**config.mk**
```make
export PLATFORM = sky130hd
export DESIGN_NAME = serial_addsub
export DESIGN_NICKNAME = d
export VERILOG_FILES = /design/src/rtl/addsub_pkg.sv /design/src/rtl/serial_addsub_fa_cell.sv /design/src/rtl/serial_addsub.sv
export SDC_FILE = /design/constraint.sdc
export NUM_CORES = 1
export LEC_CHECK = 0
export ABC_AREA = 1
export CAP_MARGIN = 30
export CORE_MARGIN = 10
export CORE_UTILIZATION = 50
export CTS_CLUSTER_SIZE = 30
export DETAILED_ROUTE_END_ITERATION = 10
export PLACE_DENSITY_LB_ADDON = 0.3
export SYNTH_ARGS = -nofsm -noshare
export SYNTH_HDL_FRONTEND = slang
export SYNTH_SLANG_ARGS = --single-unit
```
**constraint.sdc**
```tcl
create_clock -name clk -period 1.8 [get_ports clk]
set_clock_uncertainty 0.1 [all_clocks]
set_input_delay 0.27 -clock clk [delete_from_list [all_inputs] [get_ports clk]]
set_output_delay 0.27 -clock clk [all_outputs]
set_load 0.005 [all_outputs]
```
**src/rtl/addsub_pkg.sv**
```systemverilog
// Shared definitions for the bit-serial adder/subtractor: operation modes and
// the control FSM state encoding.
package addsub_pkg;

  localparam logic MODE_ADD = 1'b0;
  localparam logic MODE_SUB = 1'b1;

  typedef enum logic [1:0] {
    ST_IDLE = 2'd0,
    ST_RUN  = 2'd1,
    ST_DONE = 2'd2
  } state_t;

endpackage

```
**src/rtl/serial_addsub_fa_cell.sv**
```systemverilog
// One-bit full adder. Subtraction is handled by the caller (inverted operand,
// carry-in of 1), so the cell is reusable by any adder.
module fa_cell (
  input  logic x,
  input  logic y,
  input  logic ci,
  output logic s,
  output logic co
);

  assign s  = x ^ y ^ ci;
  assign co = (x & y) | (ci & (x ^ y));

endmodule

```
**src/rtl/serial_addsub.sv**
```systemverilog
// Bit-serial WIDTH-bit adder/subtractor: one full-adder cell processes one
// bit per clock, LSB first, behind a start/done handshake.
module serial_addsub
  import addsub_pkg::*;
#(
  parameter int WIDTH = 8
) (
  input  logic             clk,
  input  logic             rst_n,
  input  logic             start,
  input  logic             mode,
  input  logic [WIDTH-1:0] a,
  input  logic [WIDTH-1:0] b,
  output logic             busy,
  output logic             done,
  output logic [WIDTH-1:0] result,
  output logic             cout,
  output logic             ovf
);

  localparam int CNT_W = $clog2(WIDTH + 1);

  state_t             state;
  logic [WIDTH-1:0]   sh_a;
  logic [WIDTH-1:0]   sh_b;
  logic               carry;
  logic               msb_cin;
  logic [CNT_W-1:0]   cnt;
  logic               cell_s;
  logic               cell_co;

  fa_cell u_fa_cell (
    .x  (sh_a[0]),
    .y  (sh_b[0]),
    .ci (carry),
    .s  (cell_s),
    .co (cell_co)
  );

  // Status flags decode directly from the registered state, so they are glitch-free.
  assign busy = (state == ST_RUN);
  assign done = (state == ST_DONE);

  // NOTE: all state updates use non-blocking assignments so every register
  // samples the pre-edge values of the others, exactly like the hardware.
  always_ff @(posedge clk) begin
    if (!rst_n) begin
      state   <= ST_IDLE;
      sh_a    <= '0;
      sh_b    <= '0;
      carry   <= 1'b0;
      msb_cin <= 1'b0;
      cnt     <= '0;
      result  <= '0;
      cout    <= 1'b0;
      ovf     <= 1'b0;
    end else begin
      case (state)
        ST_IDLE, ST_DONE: begin
          if (start) begin
            // Subtract is a + ~b + 1: invert B here, inject the +1 as carry-in.
            sh_a  <= a;
            sh_b  <= (mode == MODE_SUB) ? ~b : b;
            carry <= mode;
            cnt   <= '0;
            state <= ST_RUN;
          end else begin
            state <= ST_IDLE;
          end
        end
        ST_RUN: begin
          result <= {cell_s, result[WIDTH-1:1]};
          sh_a   <= sh_a >> 1;
          sh_b   <= sh_b >> 1;
          carry  <= cell_co;
          cnt    <= cnt + CNT_W'(1);
          if (cnt == CNT_W'(WIDTH - 1)) begin
            msb_cin <= carry;
            cout    <= cell_co;
            ovf     <= carry ^ cell_co;
            state   <= ST_DONE;
          end
        end
        default: state <= ST_IDLE;
      endcase
    end
  end

endmodule

```
* Yosys cells after proc, flatten, opt, wreduce, memory -nomap -nowiden
Index checks and enable logic that the tools add are counted.
** Operators by class
- Bitwise operators :: 7
- $add $sub $neg :: 1
- Equal/unequal tests :: 5
- Reduce and logical (&&, ||, !) cells :: 5
- Mux-type cells :: 12
** Operators by type and width (count)
- one-hot mux 8 bit (2 select lines) :: 2
- 2-to-1 mux 8 bit :: 3
- inverter 8 bit :: 1
- one-hot mux 4 bit (2 select lines) :: 1
- adder 4 x 1 -> 4 bit, second input constant :: 1
- equality test 4 x 3 -> 1 bit, second input constant :: 1
- 2-to-1 mux 4 bit :: 1
- one-hot mux 2 bit (2 select lines) :: 1
- AND reduction 2 bit :: 2
- bitwise XOR 1 bit :: 3
- AND 1 bit :: 2
- equality test 2 x 1 -> 1 bit, second input constant :: 1
- equality test 2 bit, second input constant :: 1
- logical NOT 2 bit :: 1
- 2-to-1 mux 1 bit :: 2
- 2-to-1 mux 2 bit :: 1
- inequality test 2 x 1 -> 1 bit, second input constant :: 1
- inequality test 2 bit, second input constant :: 1
- one-hot mux 1 bit (2 select lines) :: 1
- nonzero test 2 bit :: 1
- OR reduction 2 bit :: 1
- bitwise OR 1 bit :: 1
** Word-level totals
- Flip-flop bits (word level) :: 33
- Logic and storage cells :: 38
- Output and inout port bits :: 12
- Input port bits :: 20

* Logic depth before layout (Yosys ltp)
Gate-level depths: netlist (run 1).
- Word-level depth :: 4
- Depth in mapped cells :: 8
- Mapped depth without buffers :: 7

* Cells and area by module
Synthesis (run 1) repeated with hierarchy kept, for this count alone.
** Unflattened totals
- Cell total of the unflattened synthesis :: 232
- Area total of the unflattened synthesis :: 1555.2 um^2
** By module, submodules not included
- serial_addsub :: area each 1535.2 um^2, seq. area each 660.6 um^2, cells an instance 231, times used 1
- fa_cell :: area each 20.0 um^2, seq. area each 0.0 um^2, cells an instance 1, times used 1

* Least setup slack after synthesis (run 1)
OpenSTA, ideal clock, no wires.
- Path kind :: reg2reg
- Start point :: register carry
- End point :: register ovf
- Stages on the path, launching flop included :: 6
- Library setup time :: 0.113 ns
- Required time :: 1.587 ns
- Setup slack :: 0.510 ns
- Period minus slack after synthesis :: 1.290 ns
- Arrival :: 1.077 ns
- Path buffers :: 0
- Path through :: dfxtp_1 fa_1 xnor2_1 nand2_1 nand2_1 nor2_1
** On the way
- Cells in the longest elaborated chain, start to end :: 3
** Ends and longest elaborated chain
- from (decl) :: line serial_addsub.sv:26 : logic carry;
- from (signal assigned) :: line serial_addsub.sv:64 : carry <= mode;
- from (signal assigned) :: line serial_addsub.sv:75 : carry <= cell_co;
- AND 1 bit :: line serial_addsub_fa_cell.sv:12 : assign co = (x & y) | (ci & (x ^ y));
- bitwise OR 1 bit :: line serial_addsub_fa_cell.sv:12
- via cell_co :: line serial_addsub.sv:30 : logic cell_co;
- bitwise XOR 1 bit :: line serial_addsub.sv:80 : ovf <= carry ^ cell_co;
- to (signal assigned) :: line serial_addsub.sv:80
- to (decl) :: line serial_addsub.sv:18 : output logic ovf
The timed path passes the listed nets, and every way through them passes these cells.
A chain may end at the register's enable or synchronous reset.

* Worst setup path after layout (run 1)
- Start point :: register state[0]
- End point :: output port busy
** On the way
- Cells in the longest elaborated chain, start to end :: 1
** Ends and longest elaborated chain
- from (decl) :: line serial_addsub.sv:23 : state_t state;
- from (signal assigned) :: line serial_addsub.sv:48 : state <= ST_IDLE;
- from (signal assigned) :: line serial_addsub.sv:66 : state <= ST_RUN;
- from (signal assigned) :: line serial_addsub.sv:68 : state <= ST_IDLE;
- equality test 2 x 1 -> 1 bit :: line serial_addsub.sv:41 : assign busy = (state == ST_RUN);
- to (decl) :: line serial_addsub.sv:14 : output logic busy,
No other way between the ends.

==> flow_metrics.env, run 1 <==
export IMPL_crit_arrival_ps=1380
export IMPL_htree_levels=2
export IMPL_insertion_delay_ps=330
export IMPL_first_pass_iters=4
export IMPL_synth_edf_count=0
export IMPL_cp_start_kind="flop"
export IMPL_numClockSinks=33
export IMPL_syn_area_per_cell_um2=6.722
export IMPL_vias_per_cell=4.923
export IMPL_synth_compound_area_share_pct=8.380
export IMPL_reg2reg_depth=6
export IMPL_antenna_found_initial=0
export IMPL_met2_length_mm=1.667
export IMPL_synthTopCellsByArea="dfxtp_1 (43%), nand2_1 (19%), nand3_1 (7.1%)"
export IMPL_drive_gt1_share_pct=8.271
export IMPL_power_internal_mw=1.066
export IMPL_ys_seq_area_share_pct=42.55
export IMPL_critPathMaxFanout=4
export IMPL_die_h_um=75.73
export IMPL_r2r_start="state[1]"
export IMPL_instances_no_fill=299
export IMPL_synthesis_instances=231
export IMPL_critPathRequiredTime_ps=1430
export IMPL_path_clk_slew_ps=100
export IMPL_rows=20
export IMPL_synth_fa_ha_area_share_pct=2.095
export IMPL_num_io_pins=32
export IMPL_dr_total_vias=1472
export IMPL_powerDensity_nw_per_um2=762.4
export IMPL_ys_flop_type="dfxtp_1"
export IMPL_ys_top_cells_by_count="nand2_1 (78), dfxtp_1 (33), inv_1 (28)"
export IMPL_die_w_um=75.73
export IMPL_grt_remaining_overflow=0
export IMPL_whs_ps=360.2
export IMPL_maxSlewViolCount=0
export IMPL_synth_top_family_by_area="simple AND/OR/NAND/NOR gates"
export IMPL_min_period_ps=1754
export IMPL_drtIter0Drc=126
export IMPL_min_path_cells=2
export IMPL_cpMaxStageDelayCell="clkdlybuf4s50_1"
export IMPL_cts_made_buffers=5
export IMPL_finalCritPeriodShare_pct=97.45
export IMPL_cts_root_buf="clkbuf_4"
export IMPL_maxUsedRoutingLayer="met4"
export IMPL_portBuffers=31
export IMPL_maxCapViolCount=0
export IMPL_p_switching_uw=421.6
export IMPL_max_stage_delay_ps=510
export IMPL_grt_max_degree=28
export IMPL_relSlewSlack_pct=72.48
export IMPL_syn_nets=253
export IMPL_yosys_area_share_simple_pct=34.57
export IMPL_route_detailed_drc=0
export IMPL_dieArea_um2=5734
export IMPL_yosys_area_top_type="dfxtp_1"
export IMPL_grt_pass1_vias=1371
export IMPL_nets=287
export IMPL_p_comb_share_pct=19.1
export IMPL_rr_endpoint="sh_a[4]"
export IMPL_met1Wirelength_mm=1.465
export IMPL_leakage_nw=0.9227
export IMPL_synth_top_area_share_pct=42.55
export IMPL_rsz0062_at_grt="false"
export IMPL_wl_mm=3.368
export IMPL_routed_wl_met3_um=200
export IMPL_hold_violations=0
export IMPL_ys_ff_latch=33
export IMPL_core_area_um2=3003
export IMPL_area_delta_synth_final_pct=25.62
export IMPL_finalSetupTns_ps=0
export IMPL_crit_path_end_kind="output port"
export IMPL_hp_start="cout"
export IMPL_final_setup_viol_count=0
export IMPL_dp_hpwl_mm=2.438
export IMPL_start_util_pct=51.71
export IMPL_hold_class="reg -> reg"
export IMPL_grt_usage_pct=12.63
export IMPL_netSwitchingFraction_pct=28.35
export IMPL_gp_congestion=0.7369
export IMPL_hold_end="cout"
export IMPL_grt_pass1_wl_mm=5.692
export IMPL_outcome="finished, final reports clean"
export IMPL_dpl_cell_count=291
export IMPL_clock_fmax_mhz=570.1
export IMPL_pwr_share_seq_pct=54.4
export IMPL_cts_tree="done"
export IMPL_async_reset_ff_share_pct=0
export IMPL_n_antenna_cell=0
export IMPL_worst_slew_pin_slew_ps=412.4
export IMPL_yosysMostFrequentCell="nand2_1"
export IMPL_synth_warning_count=0
export IMPL_syn_area_um2=1553
export IMPL_synthMuxAreaShare_pct=0
export IMPL_ys_types=22
export IMPL_crit_chain="inv_2 > nor2_4 > clkdlybuf4s50_1"
export IMPL_wl_per_cell_um=11.26
export IMPL_crit_type="reg -> out"
export IMPL_final_core_util_pct=64.96
export IMPL_ant_nets=0
export IMPL_synth_xor_area_share_pct=1.128
export IMPL_cts_buffer_depth=2
export IMPL_r2r_setup_slack_ps=390
export IMPL_vdd_drop_max_v=0.0004394
export IMPL_clkPwrFrac_pct=26.5
==> worst max-delay path, delay by kind of cell, from the launching register on <==
family / cells / cell delay (ps)
DFF: 1 / 380
buffers and inverters: 2 / 580
and+or+nand+nor: 1 / 100
==> flip-flops by register name (all words and copies together), names as in the netlist <==
signal,count
cout,1
state,2
ovf,1
sh_b,8
cnt,4
carry,1
sh_a,8
result,8
==> through the flow <==
stage          cell area (µm²)  power (mW)  worst slack [ps]
6_report                  1951       1.487             45.96
4_1_cts                   1946       1.496             17.25
2_1_floorplan             1553      0.9954             510.0
3_5_place_dp              1892       1.111             210.7
3_3_place_gp              1892       1.106             254.8
5_1_grt                   1951       1.583             14.36
==> final cells by class <==
cell class / count / area (µm²)
multi-input combinational: 159 / 716.9
tap: 33 / 41.29
fill: 277 / 1052
sequential: 33 / 665.6
clock buffer: 6 / 41.29
timing repair buffer: 36 / 362.8
clock inverter: 2 / 10.01
inverter: 30 / 112.6
==> cell usage in the layout, fill, tap and decap left out, types with 2 or more instances in the layout <==
cell type and instances:
nand2_1 78, dfxtp_1 31, clkdlybuf4s50_1 30, inv_1 28
nor2_1 23, nand3_1 22, a21oi_1 15, o21ai_0 10
clkbuf_4 5, buf_4 4, nand2_2 3, inv_2 2
clkinv_2 2
==> routing by layer <==
layer | global-route usage, % | up-vias
met5 | 0 | -
met2 | 22.85 | 28
met1 | 13.60 | 662
met3 | 3.385 | 4
met4 | 4.948 | 0
li1 | - | 778
==> worst max path at each step <==
stage                     startpoint  endpoint  slack, ps  cells past startpoint
after floorplan                carry       ovf        510                      5
after global placement         start   sh_a[2]        250                      8
after detailed placement       start   sh_a[3]        210                      8
after CTS                   state[0]      busy         20                      3
after global routing        state[0]      busy         10                      3
final                       state[0]      busy         50                      3
==> power by group through the flow <==
stage	sequential [mW]	combinational (mW)	clock, mW
6_report	0.809	0.284	0.394
5_1_grt	0.817	0.324	0.442
4_1_cts	0.810	0.286	0.399
3_5_place_dp	0.826	0.285	0
3_3_place_gp	0.825	0.281	0
2_1_floorplan	0.823	0.173	0
==> timing repair <==
| item | 4_1_cts | 5_1_grt |
|---|---|---|
| resized for setup | 2 | 2 |
| buffers inserted | 0 | 0 |
| pin swaps | 0 | 0 |
| hold endpoints to repair | 0 | 0 |
| hold buffers | 0 | 0 |
| setup endpoints to repair | 2 | 2 |
==> cell families (layout without fill, tap and decap cells) <==
kind of cell | after synthesis | in the layout
DFF | 33 | 33
and+or+nand+nor | 129 | 129
xor gates and xnor gates | 2 | 2
AOI/OAI and AO/OA | 26 | 26
adders and majority gates | 2 | 2
buffers and inverters | 39 | 74
Power figures use the tool's default switching activity.
==> inputs of run 2 (changes only) <==
--- a/config.mk
+++ b/config.mk
@@ -9,6 +9,7 @@
 export CAP_MARGIN = 30
 export CORE_MARGIN = 10
 export CORE_UTILIZATION = 50
+export CTS_CLUSTER_DIAMETER = 100
 export CTS_CLUSTER_SIZE = 30
 export DETAILED_ROUTE_END_ITERATION = 10
 export PLACE_DENSITY_LB_ADDON = 0.3
==> results of run 2 <==
No change in the layout: final DEF, timing and power equal those of run 1.
==> inputs of run 3 (changes only) <==
--- a/config.mk
+++ b/config.mk
@@ -15,4 +15,5 @@
 export PLACE_DENSITY_LB_ADDON = 0.3
 export SYNTH_ARGS = -nofsm -noshare
 export SYNTH_HDL_FRONTEND = slang
+export SYNTH_HIERARCHICAL = 1
 export SYNTH_SLANG_ARGS = --single-unit
==> run 3 against run 2 <==
Final cell count stayed put. Sequential share of layout area up 0.088 points. Cell area is 0.26% lower. Sequential power is essentially flat. Area after synthesis increased by 0.16%. Global-route usage down 0.74 points. Combinational power shrank 3%. Worst hold slack improved by 2.7 ps. Power fell by 0.88%. Critical path depth did not move. Largest power group unchanged. Highest routed layer unchanged.
==> flow_metrics.env, run 3 <==
export IMPL_rr_endpoint="sh_b[7]"
export IMPL_cp_start_kind="flop"
export IMPL_cts_buffer_depth=2
export IMPL_yosys_area_top_type="dfxtp_1"
export IMPL_vias_per_cell=4.753
export IMPL_p_switching_uw=410.7
export IMPL_final_cell_mix="nand2_1 (80), dfxtp_1 (31), clkdlybuf4s50_1 (30)"
export IMPL_relSlewSlack_pct=73.99
export IMPL_yosysMostFrequentCell="nand2_1"
export IMPL_async_reset_ff_share_pct=0
export IMPL_start_util_pct=51.79
export IMPL_ys_ff_latch=33
export IMPL_netSwitchingFraction_pct=27.86
export IMPL_cts_root_buf="clkbuf_4"
export IMPL_power_internal_mw=1.063
export IMPL_num_io_pins=32
export IMPL_maxSlewViolCount=0
export IMPL_grt_pass1_vias=1240
export IMPL_ys_flop_type="dfxtp_1"
export IMPL_first_pass_iters=4
export IMPL_hold_violations=0
export IMPL_crit_arrival_ps=1380
export IMPL_die_w_um=75.77
export IMPL_insertion_delay_ps=330
export IMPL_drive_gt1_share_pct=7.895
export IMPL_cts_setup_buffers=0
export IMPL_whs_ps=362.9
export IMPL_ant_nets=0
export IMPL_min_path_cells=2
export IMPL_antenna_found_initial=0
export IMPL_hold_class="reg -> reg"
export IMPL_p_comb_share_pct=18.7
export IMPL_wl_mm=3.086
export IMPL_grt_remaining_overflow=0
export IMPL_dp_hpwl_mm=2.285
export IMPL_wl_per_cell_um=10.32
export IMPL_final_setup_viol_count=0
export IMPL_power_mw=1.474
export IMPL_finalSetupTns_ps=0
export IMPL_grt_usage_pct=11.89
export IMPL_path_clk_slew_ps=100
export IMPL_cts_made_buffers=5
export IMPL_r2r_setup_slack_ps=450
export IMPL_leakage_nw=0.9227
export IMPL_reg2reg_depth=6
export IMPL_critPathMaxFanout=4
export IMPL_grt_pass1_wl_mm=5.244
export IMPL_worst_slew_pin_slew_ps=389.7
export IMPL_portBuffers=31
export IMPL_ys_top_cells_by_count="nand2_1 (80), dfxtp_1 (33), inv_1 (28)"
export IMPL_synthTopCellsByArea="dfxtp_1 (42%), nand2_1 (19%), inv_1 (6.8%)"
export IMPL_dieArea_um2=5741
export IMPL_min_period_ps=1749
export IMPL_ys_seq_area_share_pct=42.48
export IMPL_crit_type="reg -> out"
export IMPL_crit_path_end_kind="output port"
export IMPL_pwr_share_seq_pct=55.0
export IMPL_cts_tree="done"
export IMPL_powerDensity_nw_per_um2=757.6
export IMPL_core_area_um2=3003
export IMPL_route_detailed_drc=0
export IMPL_syn_nets=254
export IMPL_final_common_cell="nand2_1"
export IMPL_vdd_drop_max_v=0.0004633
export IMPL_syn_area_per_cell_um2=6.704
export IMPL_hold_end="cout"
export IMPL_die_h_um=75.77
export IMPL_rows=20
export IMPL_synth_top_area_share_pct=42.48
export IMPL_top_regs="result: 8 flops, sh_a: 8 flops, sh_b: 8 flops"
export IMPL_synthesis_instances=232
export IMPL_ys_types=22
export IMPL_htree_levels=2
export IMPL_nets=287
export IMPL_area_delta_synth_final_pct=25.10
export IMPL_finalCritPeriodShare_pct=97.15
export IMPL_dr_total_vias=1421
export IMPL_n_antenna_cell=0
export IMPL_gp_congestion=0.7514
export IMPL_maxCapViolCount=0
export IMPL_syn_area_um2=1555
export IMPL_outcome="finished, final reports clean"
export IMPL_numClockSinks=33
export IMPL_rsz0062_at_grt="false"
export IMPL_synth_warning_count=6
export IMPL_clock_fmax_mhz=571.9
export IMPL_clkPwrFrac_pct=26.3
export IMPL_r2r_start="state[1]"
export IMPL_hp_start="cout"
export IMPL_drtIter0Drc=154
export IMPL_grt_max_degree=28
export IMPL_critPathRequiredTime_ps=1430
export IMPL_synth_edf_count=0
-- run 3: cell count changes after synthesis --
cell / previous run / this run
nand3_1: 22 / 21
nand2_1: 78 / 80
-- run 3: timing repair --
action	4_1_cts	5_1_grt
resized for setup	2	2
hold buffers	0	0
setup endpoints to repair	2	2
-- run 3: critical path, cell delays in order, from the launching register on --
cell and delay, ps:
dfxtp_4 380, inv_2 60, nor2_4 100, clkdlybuf4s50_1 510
-- run 3: layout make-up --
type                       count  area [µm²]
tap                           33       41.29
fill                         295        1057
clock inverter                 2       10.01
sequential                    33       665.6
multi-input combinational    160       719.4
clock buffer                   6       41.29
timing repair buffer          35       355.3
inverter                      30       112.6
-- run 3: cells by family (layout without fill, tap and decap cells) --
group / Yosys count / after routing / synth area share, %
adder cells (fa/ha/maj): 2 / 2 / 2.092
buffers and inverters: 39 / 73 / 11.26
XOR/XNOR: 2 / 2 / 1.127
AND/OR/NAND/NOR: 130 / 130 / 34.67
flip-flops: 33 / 33 / 42.48
AO/OA/AOI/OAI: 26 / 26 / 8.367
-- run 3: worst max-delay path by stage --
| stage | slack [ps] | startpoint | depth (start not counted) | end |
|---|---|---|---|---|
| finish | 50 | state[0] | 3 | busy |
| global route | 10 | state[0] | 3 | busy |
| CTS | 10 | state[0] | 3 | busy |
| detailed placement | 200 | start | 8 | sh_a[1] |
| global placement | 240 | start | 8 | sh_a[2] |
| floorplan | 530 | sh_b[0] | 5 | ovf |
-- run 3: stage by stage --
step,setup WS (ps),util [%],instance area (µm²),instances
after CTS,13.48,64.63,1941,299
after detailed placement,200.9,62.83,1887,291
after global placement,235.7,62.83,1887,291
after global routing,14.97,64.79,1946,299
after floorplan,530.5,-,1555,232
final,51.32,64.79,1946,299
-- run 3: power groups by stage --
stage | sequential [mW] | combinational [mW] | clock, mW
finish | 0.810 | 0.276 | 0.388
global route | 0.818 | 0.317 | 0.437
CTS | 0.811 | 0.280 | 0.405
detailed placement | 0.827 | 0.279 | 0
global placement | 0.826 | 0.274 | 0
floorplan | 0.822 | 0.172 | 0
-- run 3: routing by layer --
metal,global-route usage [%],share of wire [%]
met5,0,0
met4,5.979,0.94
met3,4.167,4.8
met2,19.34,48
met1,13.49,46
